===== config.mk =====
export PLATFORM = sky130hd
export DESIGN_NAME = sinegen_sweep_ctrl
export DESIGN_NICKNAME = d
export VERILOG_FILES = /design/src/rtl/sinegen_sweep_ctrl.sv
export SDC_FILE = /design/constraint.sdc
export NUM_CORES = 1
export LEC_CHECK = 0
export BUFFER_PORTS_ARGS = -buffer_cell sky130_fd_sc_hd__buf_2
export CAP_MARGIN = 0
export CORE_AREA = 2 2 158 160
export DETAILED_ROUTE_END_ITERATION = 7
export DIE_AREA = 0 0 160 162
export HOLD_SLACK_MARGIN = 0.15
export MAX_ROUTING_LAYER = met4
export SKIP_CTS_REPAIR_TIMING = 1
export SKIP_LAST_GASP = 1
export SLEW_MARGIN = 40
export SYNTH_ARGS = -nofsm -noshare
export SYNTH_HDL_FRONTEND = slang
export SYNTH_SLANG_ARGS = --single-unit

===== constraint.sdc =====
create_clock -name clk -period 4.8 [get_ports clk]
set_input_delay 0 -clock clk [delete_from_list [all_inputs] [get_ports clk]]
set_output_delay 0 -clock clk [all_outputs]
set_load 0.01 [all_outputs]

===== src/rtl/sinegen_sweep_ctrl.sv =====
// rtl/sinegen_sweep_ctrl.sv - up/down phase-increment sweep sequencer for sinegen (optional SWEEP_PHASE_STEP_EN)
module sinegen_sweep_ctrl #(
   parameter int DATA_WIDTH    = 8,
   parameter int ADDRESS_WIDTH = 8,
   parameter int DWELL_WIDTH   = 16
) (
   input  logic                     clk,
   input  logic                     rst,
   input  logic                     start,
   input  logic                     stop,
   input  logic                     continuous,
   input  logic [DATA_WIDTH-1:0]    incr_min,
   input  logic [DATA_WIDTH-1:0]    incr_max,
   input  logic [DATA_WIDTH-1:0]    step,
   input  logic [DWELL_WIDTH-1:0]   dwell,
   input  logic [ADDRESS_WIDTH-1:0] offset_cfg,
`ifdef SWEEP_PHASE_STEP_EN
   input  logic [ADDRESS_WIDTH-1:0] offset_step,
`endif
   output logic                     en_out,
   output logic [DATA_WIDTH-1:0]    incr_out,
   output logic [ADDRESS_WIDTH-1:0] offset_out,
   output logic                     busy,
   output logic                     done,
   output logic                     cfg_err
);

   typedef enum logic [1:0] {
      ST_IDLE = 2'd0,
      ST_UP   = 2'd1,
      ST_DOWN = 2'd2
   } state_t;

   state_t                   state_q, state_d;
   logic                     cont_q, cont_d;
   logic [DATA_WIDTH-1:0]    min_q, min_d;
   logic [DATA_WIDTH-1:0]    max_q, max_d;
   logic [DATA_WIDTH-1:0]    step_q, step_d;
   logic [DATA_WIDTH-1:0]    incr_q, incr_d;
   logic [DWELL_WIDTH-1:0]   last_q, last_d;
   logic [DWELL_WIDTH-1:0]   cnt_q, cnt_d;
   logic [ADDRESS_WIDTH-1:0] ofs_q, ofs_d;
   logic                     en_q, en_d;
   logic                     busy_q, busy_d;
   logic                     done_q, done_d;
   logic                     err_q, err_d;
`ifdef SWEEP_PHASE_STEP_EN
   logic [ADDRESS_WIDTH-1:0] ostep_q, ostep_d;
`endif
   logic                     boundary;

   // a + b saturated at ceil; the extra sum bit keeps the compare honest near full scale
   function automatic logic [DATA_WIDTH-1:0] add_clamp(
      input logic [DATA_WIDTH-1:0] a,
      input logic [DATA_WIDTH-1:0] b,
      input logic [DATA_WIDTH-1:0] ceil
   );
      logic [DATA_WIDTH:0] sum;
      sum = {1'b0, a} + {1'b0, b};
      if (sum > {1'b0, ceil}) begin
         add_clamp = ceil;
      end else begin
         add_clamp = sum[DATA_WIDTH-1:0];
      end
   endfunction

   // a - b floored at floor; the headroom is tested before subtracting so nothing underflows
   function automatic logic [DATA_WIDTH-1:0] sub_clamp(
      input logic [DATA_WIDTH-1:0] a,
      input logic [DATA_WIDTH-1:0] b,
      input logic [DATA_WIDTH-1:0] floor
   );
      if (a <= floor) begin
         sub_clamp = floor;
      end else if ((a - floor) <= b) begin
         sub_clamp = floor;
      end else begin
         sub_clamp = a - b;
      end
   endfunction

   // last_q holds dwell-1, so a level ends when the counter reaches it
   assign boundary = (cnt_q == last_q);

   // next-state, latched configuration and output values
   always_comb begin
      state_d = state_q;
      cont_d  = cont_q;
      min_d   = min_q;
      max_d   = max_q;
      step_d  = step_q;
      incr_d  = incr_q;
      last_d  = last_q;
      cnt_d   = cnt_q;
      ofs_d   = ofs_q;
      en_d    = en_q;
      busy_d  = busy_q;
      done_d  = 1'b0;
      err_d   = 1'b0;
`ifdef SWEEP_PHASE_STEP_EN
      ostep_d = ostep_q;
`endif

      unique case (state_q)
         ST_IDLE: begin
            // stop in the same cycle suppresses the start entirely
            if (start && !stop) begin
               if (incr_min <= incr_max) begin
                  state_d = ST_UP;
                  cont_d  = continuous;
                  min_d   = incr_min;
                  max_d   = incr_max;
                  step_d  = (step == '0) ? DATA_WIDTH'(1) : step;
                  last_d  = (dwell == '0) ? '0 : dwell - DWELL_WIDTH'(1);
                  incr_d  = incr_min;
                  ofs_d   = offset_cfg;
                  cnt_d   = '0;
                  en_d    = 1'b1;
                  busy_d  = 1'b1;
`ifdef SWEEP_PHASE_STEP_EN
                  ostep_d = offset_step;
`endif
               end else begin
                  err_d = 1'b1;
               end
            end
         end

         ST_UP, ST_DOWN: begin
            if (stop) begin
               state_d = ST_IDLE;
               en_d    = 1'b0;
               busy_d  = 1'b0;
               cnt_d   = '0;
            end else if (boundary) begin
               cnt_d = '0;
`ifdef SWEEP_PHASE_STEP_EN
               ofs_d = ofs_q + ostep_q;
`endif
               if (state_q == ST_UP) begin
                  if (incr_q == max_q) begin
                     state_d = ST_DOWN;
                     incr_d  = sub_clamp(max_q, step_q, min_q);
                  end else begin
                     incr_d = add_clamp(incr_q, step_q, max_q);
                  end
               end else begin
                  if (incr_q == min_q) begin
                     if (cont_q) begin
                        state_d = ST_UP;
                        incr_d  = add_clamp(min_q, step_q, max_q);
                     end else begin
                        // single-shot end: incr_out keeps its final level
                        state_d = ST_IDLE;
                        en_d    = 1'b0;
                        busy_d  = 1'b0;
                        done_d  = 1'b1;
                     end
                  end else begin
                     incr_d = sub_clamp(incr_q, step_q, min_q);
                  end
               end
            end else begin
               cnt_d = cnt_q + DWELL_WIDTH'(1);
            end
         end

         default: begin
            state_d = ST_IDLE;
            en_d    = 1'b0;
            busy_d  = 1'b0;
         end
      endcase
   end

   // state and output registers, cleared asynchronously
   always_ff @(posedge clk or negedge rst) begin
      if (!rst) begin
         state_q <= ST_IDLE;
         cont_q  <= 1'b0;
         min_q   <= '0;
         max_q   <= '0;
         step_q  <= '0;
         incr_q  <= '0;
         last_q  <= '0;
         cnt_q   <= '0;
         ofs_q   <= '0;
         en_q    <= 1'b0;
         busy_q  <= 1'b0;
         done_q  <= 1'b0;
         err_q   <= 1'b0;
`ifdef SWEEP_PHASE_STEP_EN
         ostep_q <= '0;
`endif
      end else begin
         state_q <= state_d;
         cont_q  <= cont_d;
         min_q   <= min_d;
         max_q   <= max_d;
         step_q  <= step_d;
         incr_q  <= incr_d;
         last_q  <= last_d;
         cnt_q   <= cnt_d;
         ofs_q   <= ofs_d;
         en_q    <= en_d;
         busy_q  <= busy_d;
         done_q  <= done_d;
         err_q   <= err_d;
`ifdef SWEEP_PHASE_STEP_EN
         ostep_q <= ostep_d;
`endif
      end
   end

   assign en_out     = en_q;
   assign incr_out   = incr_q;
   assign offset_out = ofs_q;
   assign busy       = busy_q;
   assign done       = done_q;
   assign cfg_err    = err_q;

endmodule


Yosys cells after proc, flatten, opt, wreduce, memory -nomap -nowiden:

Cells that the tools add are included.

* add/subtract/negate cells: 8
* magnitude comparators: 7
* eq/ne operators: 16
* muxes and demuxes: 48
* reduce and logical (&&, ||, !) cells: 12

Operators with widths (count)
* two-way mux 8 bit: 15
* two-way mux 16 bit: 5
* less-or-equal comparator 8 bit: 5
* one-hot mux 16 bit (2 select lines): 1
* subtractor 8 bit: 4
* adder 8 x 8 -> 9 bit: 2
* > comparator 9 x 8 -> 1 bit: 2
* two-way mux 1 bit: 17
* adder 16 x 1 -> 16 bit, second input constant: 1
* == test 16 bit: 1
* == test 8 bit: 2
* zero test 16 bit: 1
* one-hot mux 8 bit (2 select lines): 1
* subtractor 16 x 1 -> 16 bit, second input constant: 1
* two-way mux 2 bit: 7
* inequality test 3 bit, second input constant: 4
* inequality test 4 bit, second input constant: 3
* AND reduction 6 bit: 2
* zero test 8 bit: 1
* inequality test 2 bit, second input constant: 4
* AND reduction 3 bit: 2
* AND reduction 5 bit: 1
* one-hot mux 2 bit (2 select lines): 1
* == test 2 x 1 -> 1 bit, second input constant: 1
* 7 further kinds: 7

* flip-flop bits (word level): 78
* input port bits: 53
* output and inout bits: 20
* logic and storage cells: 103

Depth between registers and ports, before layout:

Gate-level depths: netlist of run 1.

* word-level depth: 9
* mapped depth: 20
* depth with buffers taken out: 19

Worst setup path after synthesis of run 1:

Ideal clock, no wire load.

* kind: register to register
* start: register step_q[0]
* end: register incr_q[1] (netlist: incr_out[1])
* setup time: 0.132 ns
* arrival time: 3.472 ns
* data required time: 4.668 ns
* path slack: 1.196 ns
* cell stages (with the launch flop): 17
* path buffers: 1
* clock period less this slack: 3.604 ns
* path through: dfrtp_1 ha_1 fa_1 a211oi_1 o21bai_1 a21oi_1 xnor2_1 ha_1 a22o_1 nor4_1 o21ai_0 a211o_1 buf_2 mux2i_1 o22ai_1 nor4bb_1 a211oi_1

* word-level cells in the longest chain between the ends: 9
* elaborated cells on any way between the ends: 21
* those cells by class: add/sub: 4; order compare: 4; mux: 13

Ends and longest elaborated chain
* start: declaration: RTL line 38 `logic [DATA_WIDTH-1:0] step_q, step_d;`
* start signal: assignment: RTL line 200 `step_q <= step_d;`
* adder 8 x 8 -> 9 bit: RTL line 59 `sum = {1'b0, a} + {1'b0, b};`
* > comparator 9 x 8 -> 1 bit: RTL line 60 `if (sum > {1'b0, ceil}) begin`
* two-way mux 8 bit: RTL line 60
* two-way mux 8 bit: RTL line 149 `if (cont_q) begin`
* two-way mux 8 bit: RTL line 148 `if (incr_q == min_q) begin`
* two-way mux 8 bit *: RTL line 140 `if (state_q == ST_UP) begin`
* two-way mux 8 bit *: RTL line 135 `end else if (boundary) begin`
* two-way mux 8 bit *: RTL line 130 `if (stop) begin`
* one-hot mux 8 bit (2 select lines) *: RTL line 104 `unique case (state_q)`
* end signal: assignment: RTL line 201 `incr_q <= incr_d;`
* end: declaration: RTL line 39 `logic [DATA_WIDTH-1:0] incr_q, incr_d;`

Mark *: on every way between the ends. The rest lies on a longest branch, timed or not. The select of a mux whose other input is x is not followed.
A chain may end at the register's enable or synchronous reset.

Worst setup path after layout of run 1:

Ends and elaborated chain as after synthesis.

==> results of run 1 <==
[registers in the layout, summed over array words and instances (netlist names)]
register / flops
done: 1
cnt_q: 16
cfg_err: 1
min_q: 8
cont_q: 1
step_q: 8
offset_out: 8
state_q: 2
max_q: 8
last_q: 16
busy: 1
incr_out: 8
[worst max path at each step]
stage	end	slack, ps	cells after the start
after global placement	incr_out[1]	470	15
after global routing	incr_out[0]	2	18
final	incr_out[1]	450	15
after detailed placement	incr_out[1]	480	18
after CTS	incr_out[1]	430	18
after floorplan	incr_out[1]	1200	16
[layout make-up]
type / instances / area (um2) / share of cell area
Multi-Input combinational cell: 658 / 4881 / 0.5553
Sequential cell: 78 / 1952 / 0.2221
Timing Repair Buffer: 142 / 1030 / 0.1172
Tap cell: 324 / 405.4 / 0.04612
Clock buffer: 11 / 252.7 / 0.02875
Inverter: 57 / 214.0 / 0.02434
Clock inverter: 4 / 55.05 / 0.006263
[worst reg2reg max path, cell delays in order (launching register included)]
cell,delay [ps]
dfrtp_1,510
ha_1,310
fa_1,430
a211oi_1,300
o21bai_1,120
a21oi_1,200
xnor2_1,210
ha_1,330
a22o_1,210
nor4_1,160
o21ai_0,120
a211o_1,450
mux2i_1,310
o22ai_1,130
nor4bb_1,290
a211oi_1,120
[layout by cell type (no fill, tap or decap), types with 5 or more instances in the layout]
master	netlist	routed
a211oi_1	11	11
a21o_1	10	10
a21oi_1	34	34
a31oi_1	6	6
and3_1	9	9
buf_2	7	71
buf_4	4	15
clkbuf_16	0	9
dfrtp_1	78	78
dlygate4sd3_1	0	55
fa_1	6	6
ha_1	91	91
inv_1	56	56
mux2_2	24	24
mux2i_1	23	23
nand2_1	63	62
nand2b_1	10	10
nand3_1	13	13
nand4_1	17	17
nor2_1	56	56
nor2b_1	14	14
nor3_1	20	20
nor4_1	7	7
o211ai_1	11	11
o21a_1	5	5
o21ai_0	70	70
o21bai_1	7	7
o22ai_1	8	8
o31ai_1	10	10
or2_2	5	5
or3_1	6	6
xnor2_1	36	36
xor2_1	30	30
[cell families after synthesis]
kind of cell	Yosys count	synth area share
AOI/OAI and AO/OA	209	0.1852
adders and majority gates	97	0.1753
and+or+nand+nor	239	0.1687
xor gates and xnor gates	66	0.08050
muxes	47	0.06970
DFF	78	0.2718
buffers and inverters	85	0.04879
[layer usage]
metal,global-route usage,vias to the layer above,wire length (um)
li1,-,3226,-
met1,0.2303,3188,10100
met2,0.2812,237,10320
met3,0.01839,49,1179
met4,0.06224,0,624
met5,-,-,0
[per-stage QoR]
step | worst slack, ps | area, um2 | cells
floorplan | 1196 | 7181 | 821
global placement | 470.0 | 7913 | 1202
detailed placement | 480.5 | 7916 | 1202
CTS | 430.4 | 8224 | 1217
global route | 1.841 | 8790 | 1274
finish | 449.9 | 8790 | 1274
==> impl_results.md, run 1 <==
* CTS Sinks at 78
* Synthesized Nets at just under 1000
* Largest stage delay on the critical path at 510 ps
* ANT nets after route at 0
* Ant diodes at 0
* Clock transition at path regs at around 60 ps
* Hold Crit Class: in2async
* R2r setup slk at approximately 450 ps
* Die ar. at 25920 um2
* Post-synth EDFFs at 0
* Max-Cap Viols at 0
* R2R cell count at 15
* PortBufs at 72
* Sequential area share after synthesis at 0.2718
* Largest net degree at the start of global routing at 79
* Syn Inst Count at approximately 800
* Wire per inst at about 17 um
* Hpwl dp at between 15000 and 20000 um
* Synth Cell Area at around 7200 um2
* Worst R2R End: incr_out[1]
* Vias in the first global route at about 6500
* GPL Wtd Cong at slightly above 1
* First-pass GRT wire length at ~35000 um
* Antenna violations before repair at 0
* Synth cell types at 67
* Via/cell ratio at approximately 5.3
* Synth warn at 0
* Final Max Tran Viols at 0
* Share of flip-flops with an asynchronous set or reset at 1.000
* RSZ-0062 raised after global routing: no
* Synth cell count leaders: ha_1, dfrtp_1, o21ai_0, nand2_1
* Total GRT Usage at 0.1750
* Yosys reg bits at 78
* CP delay by family, top: compound AO/OA/AOI/OAI gates
* Starting Density at 0.2979
* Min Hold Slack at 284.2 ps
* CTS Buffer Depth at 2
* Avg Inst Size Synth at 8.746 um2
* Final setup violation count at 0
* CTS tree: yes
* DRC viols at 0
* Slew HR at 0.4828
* Yosys top cell by area: dfrtp_1
* Row Count at 57
* Kind of critical path: reg2reg
* WP data required at approximately 5000 ps
* WP data arrival at around 4600 ps
* TNS Setup at 0 ps
* Result of the run: finished, final reports clean
* Post-Route WL at 22220 um
* Final Util at 0.3646
* Die Span X at 160 um
* Area Growth Syn to Fin at 22.41%
* Drt pass-1 iters at 5
* WP buf/inv at 0
* H-tree depth at 3
* Max Freq at between 200 and 250 MHz
* Top FF cell, synth: dfrtp_1
* Grt ovf at 0
* Via Count at 6700
* Critical Path Start Type: flop
* Worst-skew pair later-pin latency at between 300 and 400 ps
* Fin crit share at 0.9063
* CP Capture Type: flop
* Count leader, synth: ha_1
* Crit path time final at roughly 4400 ps
* Top-area cell type share of the netlist area at 0.2718
* FF-to-FF Start: step_q[0]
* Measured slew at the worst slew-check pin at 773.0 ps
* Fin nets at 1096
* Critical-path top delay cell: dfrtp_1
* Layout cells sized above 1 at 0.1484
* Layout fillers at between 2000 and 2500
* Worst Setup SP: step_q[0]
* CP cell instances: ha_1, fa_1, a211oi_1, o21bai_1, a21oi_1, xnor2_1, ha_1, a22o_1, nor4_1, o21ai_0, a211o_1, mux2i_1, o22ai_1, nor4bb_1, a211oi_1
* Die height at 162 um
* CTS buffer count at 9
* Fin. Hold Viols at 0
* Initial DRC Count at 490
* Root Driver: clkbuf_16
* Top-level port count at between 70 and 80
* Core box area at 24110 um2
* Worst Skew at ~11 ps
* CP max FO at 9
* Synth top area cells: dfrtp_1, ha_1, o21ai_0, xnor2_1, mux2_2
Power of run 1 is left out: the tool's default activity adds up to more than one toggle a clock period on the data nets, which glitch-free logic cannot reach.
==> inputs of run 2 (changes only) <==
--- a/config.mk
+++ b/config.mk
@@ -5,13 +5,14 @@
 export SDC_FILE = /design/constraint.sdc
 export NUM_CORES = 1
 export LEC_CHECK = 0
-export BUFFER_PORTS_ARGS = -buffer_cell sky130_fd_sc_hd__buf_2
 export CAP_MARGIN = 0
-export CORE_AREA = 2 2 158 160
+export CORE_AREA = 2 2 108 110
 export DETAILED_ROUTE_END_ITERATION = 7
-export DIE_AREA = 0 0 160 162
+export DIE_AREA = 0 0 110 112
+export DONT_BUFFER_PORTS = 1
 export HOLD_SLACK_MARGIN = 0.15
 export MAX_ROUTING_LAYER = met4
+export PLACE_DENSITY = 0.81
 export SKIP_CTS_REPAIR_TIMING = 1
 export SKIP_LAST_GASP = 1
 export SLEW_MARGIN = 40
==> impl_results.md, run 2 (synthesized netlist as in run 1, its figures left out) <==
* Result of the run: finished, final reports clean
* Die height at 112 um
* Crit path time final at 4397 ps
* Antenna violations before repair at 0
* Max-Cap Viols at 0
* Commonest non-fill, non-tap cell in the layout: ha_1
* Regs by FF count: cnt_q x16, last_q x16
* Hold Crit Class: in2reg
* Hold worst-path end: last_q[15]
* Most frequent cells in the layout: ha_1, dfrtp_1, o21ai_0
* FF-to-FF Start: step_q[0]
* Worst R2R End: incr_out[0]
* Layout cells sized above 1 at 0.07256
* WP data required at 5040 ps
* Wire per inst at between 20 and 25 um
* Non-filler cells, final at about 1000
* Fin nets at slightly above 1000
* DRC viols at 0
* Drt pass-1 iters at 5
* PortBufs at 0
* Root Driver: clkbuf_16
* Final setup violation count at 0
* Worst-skew pair later-pin latency at ~340 ps
* Largest net degree at the start of global routing at 79
* Core box area at around 11000 um2
* Top-level port count at 73
* First-pass GRT wire length at 32460 um
* R2R cell count at 15
* Clock transition at path regs at roughly 60 ps
* CP max FO at 9
* Post-Route WL at 24200 um
* Placed Cells at 946
* Setup slack after layout at 402.5 ps
* R2r setup slk at 400 ps
* CTS tree: yes
* ANT nets after route at 0
* Row Count at 39
* WP data arrival at 4630 ps
* Area Growth Syn to Fin at 14.78%
* Ant diodes at 0
* Worst hold path startpoint: dwell[9]
* Via Count at about 7000
* RSZ-0062 raised after global routing: no
* Vias in the first global route at 6315
* Critical Path Start Type: flop
* Hold path cells at 4
* Die ar. at 12320 um2
* Grt ovf at 0
* Hpwl dp at around 16000 um
* Kind of critical path: reg2reg
* TNS Setup at 0 ps
* Slew HR at 0.5333
* H-tree depth at 3
* CTS Buffer Depth at 2
* CTS Sinks at just under 80
* Final Max Tran Viols at 0
* Measured slew at the worst slew-check pin at 700.0 ps
* CTS buffer count at 9
* Fin. Hold Viols at 0
* CP Capture Type: flop
* Worst Skew at 6.495 ps
* Fin crit share at 0.9161
* Total GRT Usage at 0.3568
* Dpl ws at a little under 700 ps
* Starting Density at 0.6426
* Initial DRC Count at approximately 870
* Max Freq at 227.4 MHz
* Die Span X at about 110 um
* GPL Wtd Cong at about 1.2
* Via/cell ratio at approximately 7
[run 2: area by class of cell]
cell class	count	area, um2
tap	143	178.9
timing repair buffer	73	723.2
fill	742	2933
clock buffer	11	232.7
clock inverter	5	60.06
multi-input combinational	658	4881
inverter	57	214.0
sequential	78	1952
[run 2: metrics by stage]
| step | util | instance area, um2 | hold slack, ps |
|---|---|---|---|
| after floorplan | - | 7181 | -295.6 |
| final | 0.7375 | 8242 | 115.1 |
| after CTS | 0.6795 | 7594 | -652.6 |
| after global placement | 0.6533 | 7301 | -294.2 |
| after global routing | 0.7375 | 8242 | 137.3 |
| after detailed placement | 0.6533 | 7301 | -294.4 |
[run 2: how the worst max path moves through the flow]
stage               from  cells after the start          end  slack (ps)
2_1_floorplan  step_q[0]                     16  incr_out[1]        1200
3_3_place_gp    min_q[1]                     18  incr_out[4]         690
3_5_place_dp    min_q[1]                     18  incr_out[5]         680
4_1_cts         min_q[1]                     18  incr_out[5]         650
5_1_grt         min_q[1]                     18  incr_out[5]         190
6_report       step_q[0]                     15  incr_out[0]         400
[run 2: critical path: stages (launching register included)]
cell and delay, ps:
dfrtp_1 510, ha_1 310, fa_1 460, a211oi_1 420, o21bai_1 170, a21oi_1 230, xnor2_1 170, ha_1 300
a22o_1 220, nor4_1 150, o21ai_0 130, a211o_1 460, mux2i_1 190, o22ai_1 220, nor3_1 80, a311oi_1 260
[run 2: per-layer routing]
| layer | routed length, um | GRT usage | up-vias |
|---|---|---|---|
| met5 | 0 | - | - |
| met4 | 1625 | 0.1975 | 0 |
| met3 | 2674 | 0.08548 | 138 |
| met2 | 10770 | 0.5100 | 497 |
| met1 | 9123 | 0.4610 | 3336 |
| li1 | - | - | 3082 |
Power of run 2 is left out for the same reason.
==> inputs of run 3 (changes only) <==
==> constraint.sdc (replaced) <==
create_clock -name clk -period 4.3 [get_ports clk]
set_input_delay 0 -clock clk [delete_from_list [all_inputs] [get_ports clk]]
set_output_delay 0 -clock clk [all_outputs]
set_load 0.01 [all_outputs]
==> impl_results.md, run 3 (synthesized netlist as in run 1, its figures left out) <==
* Row Count at 39
* Layout cells sized above 1 at 0.1110
* Largest net degree at the start of global routing at 79
* Antenna violations before repair at 0
* Commonest non-fill, non-tap cell in the layout: ha_1
* Drt pass-1 iters at 6
* Initial DRC Count at 841
* Total GRT Usage at 0.3885
* Result of the run: finished, final reports clean
* Critical Path Start Type: flop
* Worst R2R End: incr_out[1]
* Measured slew at the worst slew-check pin at between 800 and 900 ps
* Area Growth Syn to Fin at 18.19%
* Fin crit share at 0.9822
* Die ar. at about 12000 um2
* ANT nets after route at 0
* Wire per inst at 25.94 um
* Most frequent cells in the layout: ha_1, dfrtp_1, o21ai_0
* Final Max Tran Viols at 0
* R2R cell count at 15
* Final instance area at between 8000 and 9000 um2
* Grt ovf at 0
* Placed cell areas at ~7500 um2
* CTS tree: yes
* Worst-skew pair later-pin latency at 340 ps
* Worst Skew at around 13 ps
* Die height at 112 um
* WP data arrival at about 4400 ps
* TNS Setup at 0 ps
* Via Count at around 7400
* Starting Density at 0.6426
* Fin. Hold Viols at 0
* Post-Route WL at 27310 um
* Reg area at around 2000 um2
* GPL Wtd Cong at around 1.1
* Fin nets at approximately 1100
* PortBufs at 0
* Die Span X at about 110 um
* Clock transition at path regs at about 70 ps
* Final setup violation count at 0
* CTS buffer count at 9
* Crit path time final at roughly 4200 ps
* Slew HR at 0.4341
* WP data required at between 4000 and 5000 ps
* CTS Buffer Depth at 2
* FF-to-FF Start: step_q[0]
* R2r setup slk at ~76 ps
* Multi-input gate area at 4906 um2
* CTS Sinks at 78
* First-pass GRT wire length at between 30000 and 40000 um
* CP max FO at 9
* Ant diodes at 0
* Hpwl dp at between 15000 and 20000 um
* Vias in the first global route at between 6000 and 7000
* Core box area at around 11000 um2
* Hold Crit Class: in2async
* H-tree depth at 3
* Layout fillers at between 700 and 800
* Max Freq at about 240 MHz
* Root Driver: clkbuf_16
* Regs by FF count: cnt_q x16, last_q x16
* Final Util at 0.7595
* Min Hold Slack at 194.2 ps
* Max-Cap Viols at 0
* Via/cell ratio at 7.039
* CP Capture Type: flop
* Top-level port count at 73
* Kind of critical path: reg2reg
* DRC viols at 0
-- run 3: cell count changes in the layout (fill, tap and decap cells not counted), sizes merged --
cell / change
dlygate4sd3: +1
clkbuf: -1
buf: +27
inv: +2
clkinv: -1
-- run 3: layer usage --
metal,routed length [um],global-route usage,part of all wire
met3,3093,0.06674,0.11
met2,12030,0.5763,0.44
met4,2128,0.2084,0.078
met1,10060,0.5026,0.37
met5,0,-,0
-- run 3: how the worst max path moves through the flow --
| stage | slack, ps | start | endpoint |
|---|---|---|---|
| after global routing | -90 | step_q[0] | incr_out[1] |
| after CTS | 110 | min_q[1] | incr_out[3] |
| after detailed placement | 140 | step_q[0] | incr_out[1] |
| final | 80 | step_q[0] | incr_out[1] |
| after floorplan | 700 | step_q[0] | incr_out[1] |
| after global placement | 130 | min_q[1] | incr_out[4] |
-- run 3: area by class of cell --
| type | count | share of cell area |
|---|---|---|
| Inverter | 57 | 0.02521 |
| Timing Repair Buffer | 101 | 0.1103 |
| Tap cell | 143 | 0.02108 |
| Multi-Input combinational cell | 658 | 0.5781 |
| Clock inverter | 6 | 0.008109 |
| Sequential cell | 78 | 0.2303 |
| Clock buffer | 10 | 0.02698 |
-- run 3: through the flow --
stage / setup slack (ps) / instances
2_1_floorplan: 695.8 / 821
3_3_place_gp: 125.0 / 973
3_5_place_dp: 138.6 / 973
4_1_cts: 107.0 / 989
5_1_grt: -94.69 / 1053
6_report: 76.43 / 1053
-- run 3: worst max-delay path: stages (launching register included) --
cell	delay [ps]
dfrtp_2	470
ha_1	280
fa_1	470
a211oi_2	270
o21bai_1	130
a21oi_1	210
xnor2_1	210
ha_1	330
a22o_1	220
nor4_1	140
o21ai_0	120
a211o_2	430
mux2i_1	230
o22ai_1	140
nor4bb_1	330
a211oi_1	120
Power of run 3 is left out for the same reason.
